--- src/rtl/regfile_dump_pkg.sv ---
// regfile_dump package: walker state encoding and default geometry.
package regdump_pkg;

    localparam int DEF_NUM_REGS = 32;
    localparam int DEF_ADDR_W   = 5;
    localparam int DEF_DATA_W   = 32;

    typedef enum logic [1:0] {
        IDLE,
        FETCH,
        SEND,
        CSUM
    } state_t;

endpackage

--- src/rtl/regfile_dump_if.sv ---
// regfile_dump output stream: valid/ready beat channel carrying one register
// word (or the checksum word) per beat.
interface regfile_dump_if
#(
    parameter int ADDR_W = regdump_pkg::DEF_ADDR_W,
    parameter int DATA_W = regdump_pkg::DEF_DATA_W
);
    logic              out_valid;
    logic              out_ready;
    logic [DATA_W-1:0] out_data;
    logic [ADDR_W-1:0] out_idx;
    logic              out_last;
    logic              out_csum;

    modport master (
        output out_valid, out_data, out_idx, out_last, out_csum,
        input  out_ready
    );

    modport slave (
        input  out_valid, out_data, out_idx, out_last, out_csum,
        output out_ready
    );
endinterface

--- src/rtl/regfile_dump_csum.sv ---
// regdump_csum: XOR accumulator over accepted register words.
// Only instantiated when REGDUMP_CHECKSUM_EN is defined.
module regdump_csum
    import regdump_pkg::*;
#(
    parameter int DATA_W = DEF_DATA_W
) (
    input  logic              clk,
    input  logic              rst,
    input  logic              clear,
    input  logic              enable,
    input  logic [DATA_W-1:0] data_in,
    output logic [DATA_W-1:0] sum_out
);
    logic [DATA_W-1:0] r_sum;

    // Accumulate; a clear (new dump) takes priority over accumulation.
    always_ff @(posedge clk or negedge rst) begin
        if (!rst) begin
            r_sum <= '0;
        end else if (clear) begin
            r_sum <= '0;
        end else if (enable) begin
            r_sum <= r_sum ^ data_in;
        end
    end

    assign sum_out = r_sum;
endmodule

--- src/rtl/regfile_dump.sv ---
// regfile_dump: walks registers 0..NUM_REGS-1 through a spare read port and
// streams each word over a valid/ready channel.
// Optional: REGDUMP_CHECKSUM_EN appends an XOR checksum beat after the last
// register and moves out_last onto it.
module regfile_dump
    import regdump_pkg::*;
#(
    parameter int NUM_REGS = DEF_NUM_REGS,
    parameter int ADDR_W   = DEF_ADDR_W,
    parameter int DATA_W   = DEF_DATA_W
) (
    input  logic              clk,
    input  logic              rst,
    input  logic              start,
    output logic [ADDR_W-1:0] rd_addr,
    input  logic [DATA_W-1:0] rd_data,
    regfile_dump_if.master    out_bus,
    output logic              busy,
    output logic              done
);
    localparam logic [ADDR_W-1:0] LAST_IDX = ADDR_W'(NUM_REGS - 1);

    state_t            r_state;
    state_t            w_state_nxt;
    logic [ADDR_W-1:0] r_idx;
    logic              r_out_valid;
    logic [DATA_W-1:0] r_out_data;
    logic [ADDR_W-1:0] r_out_idx;
    logic              r_out_last;
    logic              r_done;
    logic              w_accept;
    logic              w_at_last;
    logic              w_final;

    assign w_accept  = r_out_valid & out_bus.out_ready;
    assign w_at_last = (r_idx == LAST_IDX);

    // State register.
    always_ff @(posedge clk or negedge rst) begin
        if (!rst) begin
            r_state <= IDLE;
        end else begin
            r_state <= w_state_nxt;
        end
    end

    // Next-state decode; w_final flags acceptance of the dump's final beat.
    always_comb begin
        w_state_nxt = r_state;
        w_final     = 1'b0;
        case (r_state)
            IDLE:  if (start) w_state_nxt = FETCH;
            FETCH: w_state_nxt = SEND;
            SEND: begin
                if (w_accept) begin
                    if (w_at_last) begin
`ifdef REGDUMP_CHECKSUM_EN
                        w_state_nxt = CSUM;
`else
                        w_state_nxt = IDLE;
                        w_final     = 1'b1;
`endif
                    end else begin
                        w_state_nxt = FETCH;
                    end
                end
            end
            CSUM: begin
`ifdef REGDUMP_CHECKSUM_EN
                if (w_accept) begin
                    w_state_nxt = IDLE;
                    w_final     = 1'b1;
                end
`else
                w_state_nxt = IDLE;
`endif
            end
            default: w_state_nxt = IDLE;
        endcase
    end

`ifdef REGDUMP_CHECKSUM_EN
    logic              r_out_csum;
    logic [DATA_W-1:0] w_csum_sum;

    regdump_csum #(.DATA_W(DATA_W)) u_csum (
        .clk     (clk),
        .rst     (rst),
        .clear   ((r_state == IDLE) && start),
        .enable  ((r_state == SEND) && w_accept),
        .data_in (r_out_data),
        .sum_out (w_csum_sum)
    );
`endif

    // Index walk and beat capture; beat fields hold until accepted.
    always_ff @(posedge clk or negedge rst) begin
        if (!rst) begin
            r_idx       <= '0;
            r_out_valid <= 1'b0;
            r_out_data  <= '0;
            r_out_idx   <= '0;
            r_out_last  <= 1'b0;
            r_done      <= 1'b0;
`ifdef REGDUMP_CHECKSUM_EN
            r_out_csum  <= 1'b0;
`endif
        end else begin
            r_done <= w_final;
            case (r_state)
                IDLE: if (start) r_idx <= '0;
                FETCH: begin
                    r_out_valid <= 1'b1;
                    r_out_data  <= rd_data;
                    r_out_idx   <= r_idx;
`ifdef REGDUMP_CHECKSUM_EN
                    r_out_last  <= 1'b0;
`else
                    r_out_last  <= w_at_last;
`endif
                end
                SEND: begin
                    if (w_accept) begin
                        r_out_valid <= 1'b0;
                        if (w_at_last) begin
                            // Return idx to 0 so rd_addr reads 0 while idle.
                            r_idx <= '0;
`ifdef REGDUMP_CHECKSUM_EN
                            r_out_valid <= 1'b1;
                            r_out_idx   <= '0;
                            r_out_last  <= 1'b1;
                            r_out_csum  <= 1'b1;
`else
                            r_out_last  <= 1'b0;
`endif
                        end else begin
                            r_idx <= r_idx + 1'b1;
                        end
                    end
                end
                CSUM: begin
`ifdef REGDUMP_CHECKSUM_EN
                    if (w_accept) begin
                        r_out_valid <= 1'b0;
                        r_out_last  <= 1'b0;
                        r_out_csum  <= 1'b0;
                    end
`endif
                end
                default: ;
            endcase
        end
    end

    assign rd_addr           = r_idx;
    assign busy              = (r_state != IDLE);
    assign done              = r_done;
    assign out_bus.out_valid = r_out_valid;
    assign out_bus.out_idx   = r_out_idx;
    assign out_bus.out_last  = r_out_last;
`ifdef REGDUMP_CHECKSUM_EN
    // The accumulator already holds the last word once CSUM is entered.
    assign out_bus.out_data  = r_out_csum ? w_csum_sum : r_out_data;
    assign out_bus.out_csum  = r_out_csum;
`else
    assign out_bus.out_data  = r_out_data;
    assign out_bus.out_csum  = 1'b0;
`endif
endmodule

--- src/flat_wrapper.sv ---
// flat-port wrapper written by rule: the top's interface ports become plain ports
module regfile_dump_flat import regdump_pkg::*;
#(
    parameter int NUM_REGS = DEF_NUM_REGS,
    parameter int ADDR_W   = DEF_ADDR_W,
    parameter int DATA_W   = DEF_DATA_W
)
  (clk, rst, start, rd_addr, rd_data, busy, done, out_bus_out_valid, out_bus_out_data, out_bus_out_idx, out_bus_out_last, out_bus_out_csum, out_bus_out_ready);
  regfile_dump_if #(.ADDR_W(ADDR_W), .DATA_W(DATA_W)) out_bus_i ();
  input  logic clk;
  input  logic rst;
  input  logic start;
  output logic [ADDR_W-1:0] rd_addr;
  input  logic [DATA_W-1:0] rd_data;
  output logic busy;
  output logic done;
  output wire logic [$bits(out_bus_i.out_valid)-1:0] out_bus_out_valid;
  output wire logic [$bits(out_bus_i.out_data)-1:0] out_bus_out_data;
  output wire logic [$bits(out_bus_i.out_idx)-1:0] out_bus_out_idx;
  output wire logic [$bits(out_bus_i.out_last)-1:0] out_bus_out_last;
  output wire logic [$bits(out_bus_i.out_csum)-1:0] out_bus_out_csum;
  input wire logic [$bits(out_bus_i.out_ready)-1:0] out_bus_out_ready;
  assign out_bus_out_valid = out_bus_i.out_valid;
  assign out_bus_out_data = out_bus_i.out_data;
  assign out_bus_out_idx = out_bus_i.out_idx;
  assign out_bus_out_last = out_bus_i.out_last;
  assign out_bus_out_csum = out_bus_i.out_csum;
  assign out_bus_i.out_ready = out_bus_out_ready;
  regfile_dump #(.NUM_REGS(NUM_REGS), .ADDR_W(ADDR_W), .DATA_W(DATA_W)) u_core (.clk(clk), .rst(rst), .start(start), .rd_addr(rd_addr), .rd_data(rd_data), .out_bus(out_bus_i), .busy(busy), .done(done));
endmodule
--- config.mk ---
export PLATFORM = sky130hd
export DESIGN_NAME = regfile_dump_flat
export DESIGN_NICKNAME = d
export VERILOG_FILES = /design/src/rtl/regfile_dump_pkg.sv /design/src/rtl/regfile_dump_if.sv /design/src/rtl/regfile_dump_csum.sv /design/src/rtl/regfile_dump.sv /design/src/flat_wrapper.sv
export SDC_FILE = /design/constraint.sdc
export NUM_CORES = 1
export LEC_CHECK = 0
export CAP_MARGIN = 20
export CORE_MARGIN = 1
export CORE_UTILIZATION = 45
export CTS_BUF_LIST = sky130_fd_sc_hd__clkbuf_16
export CTS_CLUSTER_DIAMETER = 150
export DETAILED_ROUTE_END_ITERATION = 6
export PLACE_DENSITY = 0.84
export SKIP_CTS_REPAIR_TIMING = 1
export SYNTH_ARGS = -nofsm -noshare
export SYNTH_HDL_FRONTEND = slang
export SYNTH_SLANG_ARGS = --single-unit
export TNS_END_PERCENT = 20
--- constraint.sdc ---
create_clock -name clk -period 3.63 [get_ports clk]
set_clock_uncertainty 0.2 [all_clocks]
set_input_delay 0.726 -clock clk [delete_from_list [all_inputs] [get_ports clk]]
set_output_delay 0.726 -clock clk [all_outputs]
set_load 0.01 [all_outputs]
### After elaboration in Yosys (flattened, before gate mapping)

Index checks and enable logic that the tools add are counted.
W data, S select, Z words.

* reductions and logical operators: 8
* add/subtract/negate cells: 1
* mux-type cells: 16
* bitwise gates (word level): 1
* equal/unequal tests: 7

Operators with widths (number)
* $mux W5: 3
* $pmux W5 S2: 1
* $pmux W2 S4: 1
* $mux W1: 7
* $reduce_and A3 Y1: 2
* $reduce_bool A2 Y1: 3
* $add A5 B1 Y5 const B: 1
* $eq A5 B5 Y1 const B: 1
* $eq A2 B2 Y1 const B: 2
* $mux W2: 2
* $ne A2 B1 Y1 const B: 2
* $pmux W1 S2: 2
* $reduce_and A2 Y1: 2
* $eq A2 B1 Y1 const B: 1
* $logic_not A2 Y1: 1
* $ne A2 B2 Y1 const B: 1
* $and A1 B1 Y1: 1

* output and inout port bits: 47
* logic and storage cells: 40
* bits of input ports: 36
* flip-flop bits (word level): 47

### Depth between registers and ports, before layout

* depth after elaboration: 4
* depth in mapped cells: 6
* depth with buffers taken out: 6

### Worst setup path before layout

OpenSTA, ideal clock, no wires.

* kind: reg2reg
* start: register u_core.r_idx[0], in the netlist u_core.rd_addr[0]
* end: register u_core.r_idx[3], in the netlist u_core.rd_addr[3]
* cell stages (with the launch flop): 7
* period minus slack after synthesis: 2.154 ns
* library setup time: 0.065 ns
* data arrival time: 1.889 ns
* buffers on the path: 0
* slack: 1.476 ns
* path through: dfrtp_1 -> ha_1 -> and3_1 -> ha_1 -> or3b_4 -> a2111oi_4 -> a211o_1

* word-level cells in the longest chain between the ends: 4
* elaborated cells on any way between the ends: 5
* those cells by class: 1 x add/sub; 1 x eq/ne; 3 x mux

Ends and longest elaborated chain
* start: declaration: line regfile_dump.sv:25 `logic [ADDR_W-1:0] r_idx;`
* start signal: assignment: line regfile_dump.sv:137 `r_idx <= r_idx + 1'b1;`
* $add A5 B1 Y5 / $eq A5 B5 Y1 (equally long branches): line regfile_dump.sv:137, regfile_dump.sv:36
* $mux W5 (*): line regfile_dump.sv:125 `if (w_at_last) begin`
* $mux W5 (*): line regfile_dump.sv:123 `if (w_accept) begin`
* $pmux W5 S2 (*): line regfile_dump.sv:110 `case (r_state)`

Mark *: on every way between the ends. The rest lies on a longest branch, timed or not. The select of a mux whose other input is x is not followed.
A chain may end at the register's enable or synchronous reset.

### Worst setup path after layout

* start: register u_core.r_state[1]
* end: output port busy

* word-level cells in the longest chain between the ends: 1

Ends and longest elaborated chain
* start: declaration: line regfile_dump.sv:23 `state_t r_state;`
* start signal: assignment: line regfile_dump.sv:43 `r_state <= w_state_nxt;`
* $reduce_bool A2 Y1: line regfile_dump.sv:156 `assign busy = (r_state != IDLE);`
* end: declaration: line flat_wrapper.sv:15 `output logic busy;`

No other way between the ends.

==> metrics.txt <==
Sink Count=47; unrepaired setup endpoints after global routing=false; part of the power in registers=0.366; largest net degree at the start of global routing=48; area occupied by multi-input gates=a little over 700 µm²; start point of the critical path=u_core.r_state[1]; worst setup path class=flip-flop to output pin; net count of the mapped netlist=249; number of nets in the layout=329; biggest cell delay along the critical path=around 0.52 ns; H-tree levels=2; power per cell area=839 mW/mm²; Via density=4.94; outcome=complete, no violations; synth top area cells=sky130_fd_sc_hd__dfrtp_1 60%, sky130_fd_sc_hd__nand2_1 22%, sky130_fd_sc_hd__ha_1 1.9%, sky130_fd_sc_hd__buf_2 1.5%, sky130_fd_sc_hd__a21o_1 1.5%; floorplan row count=23; cell at the root of the clock tree=sky130_fd_sc_hd__clkbuf_16; cell class contributing the biggest share of worst-path delay=flip-flops; x dimension of the die=between 60 and 70 µm; initial core utilization=0.477; CP arrival=between 1.5 and 2 ns; buffer and inverter count on the worst path=1; Clock power frac=0.204; Die Footprint=around 0.0046 mm²; Die Height=around 68 µm; predominant post-synthesis flop cell=sky130_fd_sc_hd__dfrtp_1; final critical path time including I/O delays and setup=between 2 and 3 ns; area share of the largest cell type after synthesis=0.604; peak fanout along the critical path=13; later-pin clock latency in the skew report=0.29 ns; path type of the worst min-delay path=input pin to async pin; fill count=slightly above 300; combined flip-flop and latch cell area=around 0.0012 mm²; growth of design area from synthesis to finish=52.0%; number of buffers on the longest clock path=2; Critical Path Slowest Stage Cell=sky130_fd_sc_hd__dfrtp_1; Yosys warning total=0; Max VDD drop=about 0.44 mV; cell accounting for the most synthesized area=sky130_fd_sc_hd__dfrtp_1; pre-CTS setup slack=about 1.3 ns; clock transition at the register clock pins on the worst setup and hold paths after CTS=0.06 ns; Crit. End Element=output pin; number of buffers inserted during clock tree synthesis=5; mean routed wirelength per cell=13.2 µm; endpoint required time on the critical path=2.70 ns; maximum clock frequency=0.387 GHz; via count of the first global-routing pass=1529; vias after detailed routing=1684; final hold violations=0; list of cells traversed by the critical path=or2_2 > clkdlybuf4s50_1; total gr overflow=0; cells after synthesis=210; detailed placer's ending HPWL=3090 µm; CTS tree=yes; internal power consumption=1.64 mW; global-route total usage across every layer=0.206; switching power as a share of total power=0.341; Pins Over Slew Limit=0; initial detailed-routing violation count=79; final setup TNS=0 ns; average footprint of a synthesized cell=9.28 µm²; RePlAce Congestion=around 0.83; layout cells sized above 1=0.0550; final cycle utilization of the critical path=0.711; sequential-to-total area share from yosys stat=0.604; Yosys reg bits=47; Port Buffer Count=a little over 80; initial antenna violation count=0; maxcap violations=0; # setup viols final=0; synthesized area=0.00195 mm²; net switching component of the power=roughly 0.85 mW; TritonRoute pass-1 iters=5; Distinct cells, synth=28; DR DRC count=0; number of enable-type register cells in the synthesized netlist=0; count of nets left with antenna violations after detail routing=0; worst r2r src=u_core.rd_addr[0]; Leakage=1.48 nW; post-route worst hold slack=0.198 ns; number of top-level pins=a little over 80; async set-reset flop share out of synthesis=1.00; final worst-path setup slack=1.05 ns; detailed-route wire length=4500 µm; kind of launch point of the worst setup path=flip-flop; fraction of power consumed by combinational cells=0.430; placeable core region=0.00409 mm²; first-pass GRT wire length=roughly 6900 µm; count of inserted antenna diode cells=0
-- power groups by stage --
stage / clock [mW] / sequential, mW / combinational [mW]
after floorplan: 0 / 0.989 / 0.422
after global placement: 0 / 0.906 / 1.05
after detailed placement: 0 / 0.918 / 1.07
after CTS: 0.516 / 0.909 / 1.08
after global routing: 0.536 / 0.942 / 1.19
final: 0.506 / 0.910 / 1.07
-- metal layers --
layer | vias to the layer above | part of all wire | track usage
met5 | - | 0 | 0
met4 | 0 | 0.020 | 0.0703
met3 | 7 | 0.094 | 0.0726
met2 | 66 | 0.45 | 0.329
met1 | 789 | 0.44 | 0.257
li1 | 822 | - | -
-- kinds of logic (layout without fill, tap and decap cells) --
group | count (synthesis) | in the layout | synth area share
AO/OA/AOI/OAI | 14 | 14 | 0.0578
adder cells (fa/ha/maj) | 3 | 3 | 0.0193
buffers and inverters | 13 | 94 | 0.0328
flip-flops | 47 | 47 | 0.604
other | 1 | 1 | 0.00192
AND/OR/NAND/NOR | 132 | 132 | 0.285
-- worst reg2reg max path, stage by stage (launching register included) --
cell	delay, ns
sky130_fd_sc_hd__dfrtp_1	0.43
sky130_fd_sc_hd__ha_1	0.24
sky130_fd_sc_hd__and3_1	0.20
sky130_fd_sc_hd__ha_1	0.21
sky130_fd_sc_hd__or3b_4	0.41
sky130_fd_sc_hd__a2111oi_4	0.31
sky130_fd_sc_hd__a211o_1	0.14
-- final cells by class --
cell class / instances / share of cell area
Inverter: 2 / 0.00253
Clock inverter: 3 / 0.0131
Tap cell: 50 / 0.0211
Multi-Input combinational cell: 150 / 0.240
Timing Repair Buffer: 84 / 0.284
Sequential cell: 47 / 0.397
Clock buffer: 5 / 0.0422
-- flip-flops by register name (all words and copies together) (netlist names) --
| register | flops |
|---|---|
| u_core.out_bus.out_data | 32 |
| u_core.rd_addr | 5 |
| u_core.out_bus.out_last | 1 |
| u_core.r_state | 2 |
| u_core.out_bus.out_idx | 5 |
| u_core.done | 1 |
| u_core.out_bus.out_valid | 1 |
-- metrics by stage --
stage           util  power, mW  instance area [µm²]  instances
2_1_floorplan      -       1.41                 1950        210
5_1_grt        0.725       2.67                 2960        341
3_3_place_gp   0.680       1.96                 2780        332
3_5_place_dp   0.680       1.99                 2780        332
6_report       0.725       2.49                 2960        341
4_1_cts        0.720       2.51                 2940        340
-- cells in the mapped netlist (2+ instances only) --
master,n
sky130_fd_sc_hd__o21ai_0,3
sky130_fd_sc_hd__nor2_1,2
sky130_fd_sc_hd__nand2b_1,3
sky130_fd_sc_hd__buf_2,6
sky130_fd_sc_hd__buf_4,2
sky130_fd_sc_hd__ha_1,3
sky130_fd_sc_hd__nand2_1,112
sky130_fd_sc_hd__and4b_1,2
sky130_fd_sc_hd__and3_1,2
sky130_fd_sc_hd__clkbuf_1,3
sky130_fd_sc_hd__a21o_1,4
sky130_fd_sc_hd__a21oi_1,3
sky130_fd_sc_hd__dfrtp_1,47
sky130_fd_sc_hd__inv_1,2
sky130_fd_sc_hd__nor2b_1,2
sky130_fd_sc_hd__nand3_1,2
-- final timing paths --
path / endpoint / slack (ns) / cells past startpoint
worst max-delay path: busy / 1.05 / 2
worst min-delay path: u_core.rd_addr[3] / 0.20 / 1
worst max register to register: u_core.rd_addr[3] / 1.43 / 6
worst min register to register: u_core.out_bus.out_data[9] / 0.27 / 2
max in group asynchronous: u_core.out_bus.out_data[6] / 2.53 / 2
min in group clk: u_core.out_bus.out_data[9] / 0.27 / 2
-- cells in the final DEF (no fill, tap or decap), drive strengths merged, types with 3 or more instances in the layout --
cell and count:
dfrtp 47, nand3 3, clkbuf 5, buf 4, nand2b 3, nand2 112
o21ai 3, clkdlybuf4s50 80, ha 3, a21oi 3, a21o 4
Power figures use the tool's default switching activity.
